### config.mk
export PLATFORM = sky130hd
export DESIGN_NAME = load_store_unit
export DESIGN_NICKNAME = d
export VERILOG_FILES = /design/src/rtl/lsu_pkg.sv /design/src/rtl/load_extend.sv /design/src/rtl/load_store_unit.sv
export SDC_FILE = /design/constraint.sdc
export NUM_CORES = 1
export LEC_CHECK = 0
export CORE_UTILIZATION = 40
export CTS_BUF_LIST = sky130_fd_sc_hd__clkbuf_4
export CTS_CLUSTER_DIAMETER = 30
export CTS_CLUSTER_SIZE = 40
export DETAILED_ROUTE_END_ITERATION = 7
export PLACE_DENSITY = 0.84
export SLEW_MARGIN = 20
export SYNTH_ARGS = -nofsm -noshare
export SYNTH_HDL_FRONTEND = slang
export SYNTH_SLANG_ARGS = --single-unit
export TNS_END_PERCENT = 30
### constraint.sdc
create_clock -name clk -period 7.8 [get_ports clk]
set_input_delay 0.78 -clock clk [delete_from_list [all_inputs] [get_ports clk]]
set_output_delay 0.78 -clock clk [all_outputs]
set_load 0.1 [all_outputs]
### src/rtl/lsu_pkg.sv
// Shared definitions for the load/store unit: access size encoding, FSM
// state encoding and the default data RAM capacity.
package lsu_pkg;

    localparam int unsigned MEM_BYTES_DEFAULT = 499;

    typedef enum logic [1:0] {
        SIZE_BYTE    = 2'b00,
        SIZE_HALF    = 2'b01,
        SIZE_WORD    = 2'b10,
        SIZE_ILLEGAL = 2'b11
    } size_e;

    typedef enum logic [1:0] {
        ST_IDLE    = 2'b00,
        ST_ISSUE   = 2'b01,
        ST_CAPTURE = 2'b10,
        ST_RESP    = 2'b11
    } state_e;

    // Number of bytes touched by an access; the illegal size is rejected
    // separately, so its value here only has to be harmless.
    function automatic logic [2:0] size_bytes(input size_e size);
        case (size)
            SIZE_BYTE: return 3'd1;
            SIZE_HALF: return 3'd2;
            default:   return 3'd4;
        endcase
    endfunction

endpackage

### src/rtl/load_extend.sv
// Extracts the low byte/half/word of a little-endian RAM word and
// zero- or sign-extends it to 32 bits.
module load_extend
    import lsu_pkg::*;
(
    input  logic [31:0] word,
    input  size_e       size,
    input  logic        is_unsigned,
    output logic [31:0] result
);

    // NOTE: every path assigns result first, so no latch can be inferred.
    always_comb begin
        result = word;
        case (size)
            SIZE_BYTE: result = is_unsigned ? {24'h0, word[7:0]}
                                            : {{24{word[7]}}, word[7:0]};
            SIZE_HALF: result = is_unsigned ? {16'h0, word[15:0]}
                                            : {{16{word[15]}}, word[15:0]};
            default:   result = word;
        endcase
    end

endmodule

### src/rtl/load_store_unit.sv
// Single-outstanding load/store unit between the pipeline and a registered
// data RAM: checks alignment/range, issues the access, returns one response.
module load_store_unit
    import lsu_pkg::*;
#(
    parameter int unsigned MEM_BYTES = MEM_BYTES_DEFAULT
) (
    input  logic        clk,
    input  logic        rst,
    input  logic        req_valid,
    output logic        req_ready,
    input  logic        req_we,
    input  logic [1:0]  req_size,
    input  logic        req_unsigned,
    input  logic [31:0] req_addr,
    input  logic [31:0] req_wdata,
    input  logic [4:0]  req_rd,
    output logic        resp_valid,
    output logic [31:0] resp_rdata,
    output logic [4:0]  resp_rd,
    output logic        resp_fault,
    output logic        mem_write_enable,
    output logic        mem_write_byte_enable,
    output logic        mem_write_half_word_enable,
    output logic        mem_read_byte_enable,
    output logic        mem_read_half_word_enable,
    output logic [31:0] mem_data_address,
    output logic [31:0] mem_write_data,
    input  logic [31:0] mem_read_data
);

    state_e      state_q, state_d;
    logic        we_q, we_d;
    size_e       size_q, size_d;
    logic        uns_q, uns_d;
    logic [31:0] addr_q, addr_d;
    logic [31:0] wdata_q, wdata_d;
    logic [4:0]  rd_q, rd_d;
    logic        fault_q, fault_d;
    logic [31:0] rdata_q, rdata_d;

    size_e       req_size_e;
    logic [32:0] req_end;
    logic        req_fault;
    logic        accept;
    logic [31:0] ext_data;

    assign req_size_e = size_e'(req_size);

    // End address is computed one bit wider so addresses near 2^32 cannot wrap.
    assign req_end = {1'b0, req_addr} + 33'(size_bytes(req_size_e));

    always_comb begin
        req_fault = 1'b0;
        case (req_size_e)
            SIZE_ILLEGAL: req_fault = 1'b1;
            SIZE_HALF:    req_fault = req_addr[0];
            SIZE_WORD:    req_fault = (req_addr[1:0] != 2'b00);
            default:      req_fault = 1'b0;
        endcase
        if (req_end > 33'(MEM_BYTES)) begin
            req_fault = 1'b1;
        end
    end

    load_extend u_load_extend (
        .word        (mem_read_data),
        .size        (size_q),
        .is_unsigned (uns_q),
        .result      (ext_data)
    );

    assign req_ready = (state_q == ST_IDLE) && !rst;
    assign accept    = req_valid && req_ready;

    always_comb begin
        state_d = state_q;
        we_d    = we_q;
        size_d  = size_q;
        uns_d   = uns_q;
        addr_d  = addr_q;
        wdata_d = wdata_q;
        rd_d    = rd_q;
        fault_d = fault_q;
        rdata_d = rdata_q;
        case (state_q)
            ST_IDLE: begin
                if (accept) begin
                    we_d    = req_we;
                    size_d  = req_size_e;
                    uns_d   = req_unsigned;
                    addr_d  = req_addr;
                    wdata_d = req_wdata;
                    rd_d    = req_rd;
                    fault_d = req_fault;
                    rdata_d = '0;
                    state_d = req_fault ? ST_RESP : ST_ISSUE;
                end
            end
            ST_ISSUE:   state_d = we_q ? ST_RESP : ST_CAPTURE;
            ST_CAPTURE: begin
                rdata_d = ext_data;
                state_d = ST_RESP;
            end
            default:    state_d = ST_IDLE;
        endcase
    end

    // NOTE: sequential state uses non-blocking assignments so every flop
    // samples the pre-edge value regardless of statement order.
    always_ff @(posedge clk or posedge rst) begin
        if (rst) begin
            state_q <= ST_IDLE;
            we_q    <= 1'b0;
            size_q  <= SIZE_BYTE;
            uns_q   <= 1'b0;
            addr_q  <= '0;
            wdata_q <= '0;
            rd_q    <= '0;
            fault_q <= 1'b0;
            rdata_q <= '0;
        end else begin
            state_q <= state_d;
            we_q    <= we_d;
            size_q  <= size_d;
            uns_q   <= uns_d;
            addr_q  <= addr_d;
            wdata_q <= wdata_d;
            rd_q    <= rd_d;
            fault_q <= fault_d;
            rdata_q <= rdata_d;
        end
    end

    // Write strobes decode straight from state, so reset drops them at once.
    assign mem_write_enable           = (state_q == ST_ISSUE) && we_q;
    assign mem_write_byte_enable      = mem_write_enable && (size_q == SIZE_BYTE);
    assign mem_write_half_word_enable = mem_write_enable && (size_q == SIZE_HALF);
    assign mem_read_byte_enable       = 1'b0;
    assign mem_read_half_word_enable  = 1'b0;
    assign mem_data_address           = addr_q;
    assign mem_write_data             = wdata_q;

    assign resp_valid = (state_q == ST_RESP);
    assign resp_rdata = rdata_q;
    assign resp_rd    = rd_q;
    assign resp_fault = fault_q;

endmodule

==> Word level (Yosys, flattened, before mapping) <==
Index checks and enable logic that the tools add are counted.
{ "word_totals": {"inputBits": 108, "word_cells": 44, "output_inout_bits": 109, "ff_bits": 108} }
{ "op_classes": {"n_mux": 12, "magnitude_cmp": 1, "reduce_logical": 13, "addsub": 1, "eq_ne": 8} }
{ "ops": {"columns": ["cell", "count"], "rows": [
  ["32-bit one-hot mux with 2 select lines", 2],
  ["32-bit two-way mux", 3],
  ["32-bit by 3-bit adder with 33-bit output", 1],
  ["33-bit by 9-bit > comparator with 1-bit output, second input constant", 1],
  ["2-bit == test, second input constant", 4],
  ["2-bit by 1-bit == test with 1-bit output, second input constant", 3],
  ["2-bit logical NOT", 3],
  ["2-bit one-hot mux with 3 select lines", 1],
  ["3-bit one-hot mux with 2 select lines", 1],
  ["1-bit logical AND", 5],
  ["2-bit two-way mux", 2],
  ["2-bit AND reduction", 2],
  ["2-bit nonzero test", 2],
  ["1-bit one-hot mux with 3 select lines", 1],
  ["1-bit two-way mux", 2],
  ["2-bit inequality test, second input constant", 1],
  ["1-bit logical NOT", 1]
]} }

==> Longest topological paths before layout <==
{ "depth": {"word_depth": 8, "ltp_mapped": 12} }

==> Cells and area by module <==
Synthesis repeated with hierarchy kept, for this count alone.
{ "hier_totals": {"cells_unflattened": 463, "hier_area_um2": 5336.4} }
{ "by_module_without_submodules": {"columns": ["mod", "n_inst", "seq_area_each_um2", "cells_per_inst", "area_each_um2"], "rows": [
  ["load_store_unit", 1, 2702.6, 396, 4981.0],
  ["load_extend", 1, 0.0, 67, 355.3]
]} }

==> Worst setup path before layout <==
Ideal clock, no wire load.
{ "synth_timing": {"path_kind": "register -> output", "from": "reg size_q[1]", "to": "out mem_write_half_word_enable", "required_ps": 7020, "path_slack_ps": 4101, "t_arrival_ps": 2919, "stages_incl_launch_ff": 4, "path_cell_list": "dfrtp_1 > clkbuf_1 > clkbuf_1 > nor3b_1"} }
{ "synth_via": {"elab_chain_len": 2} }
{ "synth_rtl": {"columns": ["item", "line_no", "rtl"], "rows": [
  ["start: declaration", "load_store_unit.sv:34", "size_e size_q, size_d;"],
  ["start signal: assignment", "load_store_unit.sv:125", "size_q <= size_d;"],
  ["2-bit by 1-bit == test with 1-bit output", "load_store_unit.sv:138", "assign mem_write_half_word_enable = mem_write_enable && (size_q == SIZE_HALF);"],
  ["1-bit logical AND", "load_store_unit.sv:138", null],
  ["end: declaration", "load_store_unit.sv:24", "output logic mem_write_half_word_enable,"]
]} }
Every way passes these cells.

==> Worst setup path after layout <==
{ "layout_timing": {"from": "reg state_q[1]", "to": "reg rdata_q[23], in the netlist resp_rdata[23]"} }
{ "layout_via": {"elab_chain_len": 5, "word_cells_on_any_way": 8} }
{ "layout_rtl": {"columns": ["item", "line_no", "rtl"], "rows": [
  ["start: declaration", "load_store_unit.sv:32", "state_e state_q, state_d;"],
  ["start signal: assignment", "load_store_unit.sv:123", "state_q <= state_d;"],
  ["2-bit logical NOT", "load_store_unit.sv:73, load_store_unit.sv:86", null],
  ["1-bit logical AND", "load_store_unit.sv:73", "assign req_ready = (state_q == ST_IDLE) && !rst;"],
  ["1-bit logical AND", "load_store_unit.sv:74", "assign accept = req_valid && req_ready;"],
  ["2-bit inequality test (no source line)", null, null],
  ["2-bit AND reduction (no source line)", null, null],
  ["end signal: assignment", "load_store_unit.sv:131", "rdata_q <= rdata_d;"],
  ["end: declaration", "load_store_unit.sv:40", "logic [31:0] rdata_q, rdata_d;"]
]} }
Several ways; a longest one is shown, not always the timed one.
A chain may end at the register's enable or synchronous reset.

==> impl_metrics.yaml <==
layout:
  nets: 761
  drive_above_1_share_pct: 16.3
  fillCellCount: 1009
  num_antenna_cells: 0
  final_area_um2: 7480
  regArea_um2: 2700
  multi_input_area_um2: 2250
  fin_cells: 818
  syn_to_final_growth_pct: 46.0
placed_design:
  placed_area_um2: 7370
  dp_cells: 802
  globalplace.congestion: 0.813
  placement.io_buffers: 214
  dp_hpwl_mm: 10.4
synth:
  yosysWarnings: 0
  synth_cells: 443
  synth_top_area_cell: "dfrtp_1"
  yosysMostFrequentCell: "dfrtp_1"
  yosysSeqAreaShare_pct: 52.8
  ys_seq_elements: 108
  yosys_most_used_dff: "dfrtp_1"
  async_flop_share_pct: 100
  ys_types: 55
  synth_common_cells: "108 x dfrtp_1, 69 x mux2_2, 50 x nand2_1, 36 x o21ai_0, 19 x nor2b_1"
  synth-edff-count: 0
  synth_area_per_cell_um2: 11.6
  synth.top_cell.area_share_pct: 52.8
  syn-cell-area_um2: 5120
  yosys-top-cells-area: "dfrtp_1 53%, mux2_2 15%, nand2_1 3.7%"
sta:
  period_share_pct: 49.3
  whs_ps: 500
  fmax_mhz: 260
  fin_skew_ps: 21.7
  setup_viol: 0
  worst_pin_slew_ps: 1010
  grt_setup_unrepaired: "false"
  tns_ps: 0
  period_needed_ps: 3840
  hold_viol_final: 0
  slew_headroom_pct: 32.3
  slew_viol_final: 0
route:
  antenna_left: 0
  vias: 4266
  m1WireLength_mm: 5.52
  dr.max_layer_used: "met4"
  routed_wl_mm: 13.8
  firstDrtPassIters: 4
  drt_iter0_markers: 234
  post-route-drc-count: 0
  met3RoutedLength_um: 923
  wl_met2_mm: 7.09
  vias_per_cell: 5.22
  routedWlPerCell_um: 16.9
clock_tree:
  numCtsBuffers: 9
  cts_hold_buf: 0
  clk_latency_ps: 500
  clock-sinks: 108
  h-tree-depth: 3
  post_cts_buffers: 0
  cts_root_buffer: "clkbuf_4"
  cts_tree: "done"
  cts.path.max_buffers: 2
  path_clk_slew_ps: 160
  cts_resized: 0
grt:
  grt_pass1_wl_mm: 21.6
  grt_max_degree: 85
  antenna_found_initial: 0
  first_global_vias: 4304
  grt.total_usage_pct: 21.3
  overflow: 0
min_path:
  hold_path_class: "reg -> reg"
  hold_depth: 2
setup_path:
  crit_arrival_ps: 4240
  path_cells: "inv_1 > ha_1 > nor2b_1 > nand2_4 > nand2_1 > and2_0 > o21ai_1 > o21ai_0"
  crit_slowest_cell: "and2_0"
  critPathLaunchType: "flip-flop"
  crit_cells: 8
  worstPathMaxFanout: 84
  r2r_cells: 8
  cpPeakStageDelay_ps: 750
  crit_family: "simple AND/OR/NAND/NOR gates"
  worst-path-buf-inv: 1
  end_kind: "flip-flop"
  required_ps: 8200
  crit_type: "reg -> reg"
floorplan:
  core_area_um2: 12300
  row_count: 40
  die_h_um: 115
  die_w_um: 115
  design.portCount: 217
  start_util_pct: 41.8
  dieArea_um2: 13300
run:
  max_cap_violations: 0
outcome:
  outcome: "completed"
[per-stage QoR]
| stage | setup WS (ps) | utilization [%] |
|---|---|---|
| after floorplan | 4100 | - |
| after global placement | 3520 | 60.1 |
| after detailed placement | 3500 | 60.1 |
| after CTS | 3920 | 61.0 |
| after global routing | 3540 | 61.0 |
| final | 3960 | 61.0 |
[final timing paths]
check,start,endpoint,slack [ps]
setup reg to reg,state_q[1]$_DFFE_PP0P_,resp_rdata[23]$_DFFE_PP0P_,3960
hold / removal,resp_rdata[25]$_DFFE_PP0P_,resp_rdata[25]$_DFFE_PP0P_,500
min in group asynchronous,rst,resp_rdata[15]$_DFFE_PP0P_,690
max in group asynchronous,rst,we_q$_DFFE_PP0P_,5850
setup / recovery,state_q[1]$_DFFE_PP0P_,resp_rdata[23]$_DFFE_PP0P_,3960
hold reg to reg,resp_rdata[25]$_DFFE_PP0P_,resp_rdata[25]$_DFFE_PP0P_,500
[state kept, by name (all words and copies together), names as in the netlist]
| signal | count |
|---|---|
| size_q | 2 |
| mem_write_data | 32 |
| resp_fault | 1 |
| we_q | 1 |
| resp_rd | 5 |
| state_q | 2 |
| mem_data_address | 32 |
| resp_rdata | 32 |
| uns_q | 1 |
[per-layer routing]
layer,track usage (%),vias up
li1,-,1980
met1,24.8,2092
met2,37.5,175
met3,5.17,19
met4,9.00,0
met5,0,-
[worst reg2reg max path, stage by stage (launching register included)]
cell and delay (ps):
dfrtp_1 430, inv_1 110, ha_1 250, nor2b_1 350, nand2_4 590, nand2_1 350, and2_0 750, o21ai_1 570
o21ai_0 340
[final cells by class]
| class | instances | area share [%] |
|---|---|---|
| Multi-Input combinational cell | 298 | 30.1 |
| Timing Repair Buffer | 216 | 28.9 |
| Tap cell | 168 | 2.81 |
| Inverter | 12 | 0.636 |
| Sequential cell | 108 | 36.2 |
| Clock buffer | 10 | 1.00 |
| Clock inverter | 6 | 0.418 |
[cell families after synthesis]
kind of cell	synth area share, %
AO/OA/AOI/OAI	10.3
XOR/XNOR	1.71
adder cells (fa/ha/maj)	2.10
buffers and inverters	3.52
flip-flops	52.8
multiplexers	16.0
other	0.0732
AND/OR/NAND/NOR	13.6
[cell usage in the layout, fill, tap and decap left out, types with 4 or more instances in the layout]
master           instances
o21ai_0                 35
clkbuf_4                10
nor2b_1                 19
mux2_2                  69
a22o_1                  16
clkdlybuf4s50_1        214
inv_1                   11
nand2_1                 49
nor2_1                  11
nor3_1                   6
clkinv_2                 4
mux2i_1                  4
nand4_1                  7
dfrtp_1                108
ha_1                     7
nor4_1                   4
xnor2_1                  7
nand3_1                  4
Power is left out: the tool's default activity adds up to more than one toggle a clock period on the data nets, which glitch-free logic cannot reach.
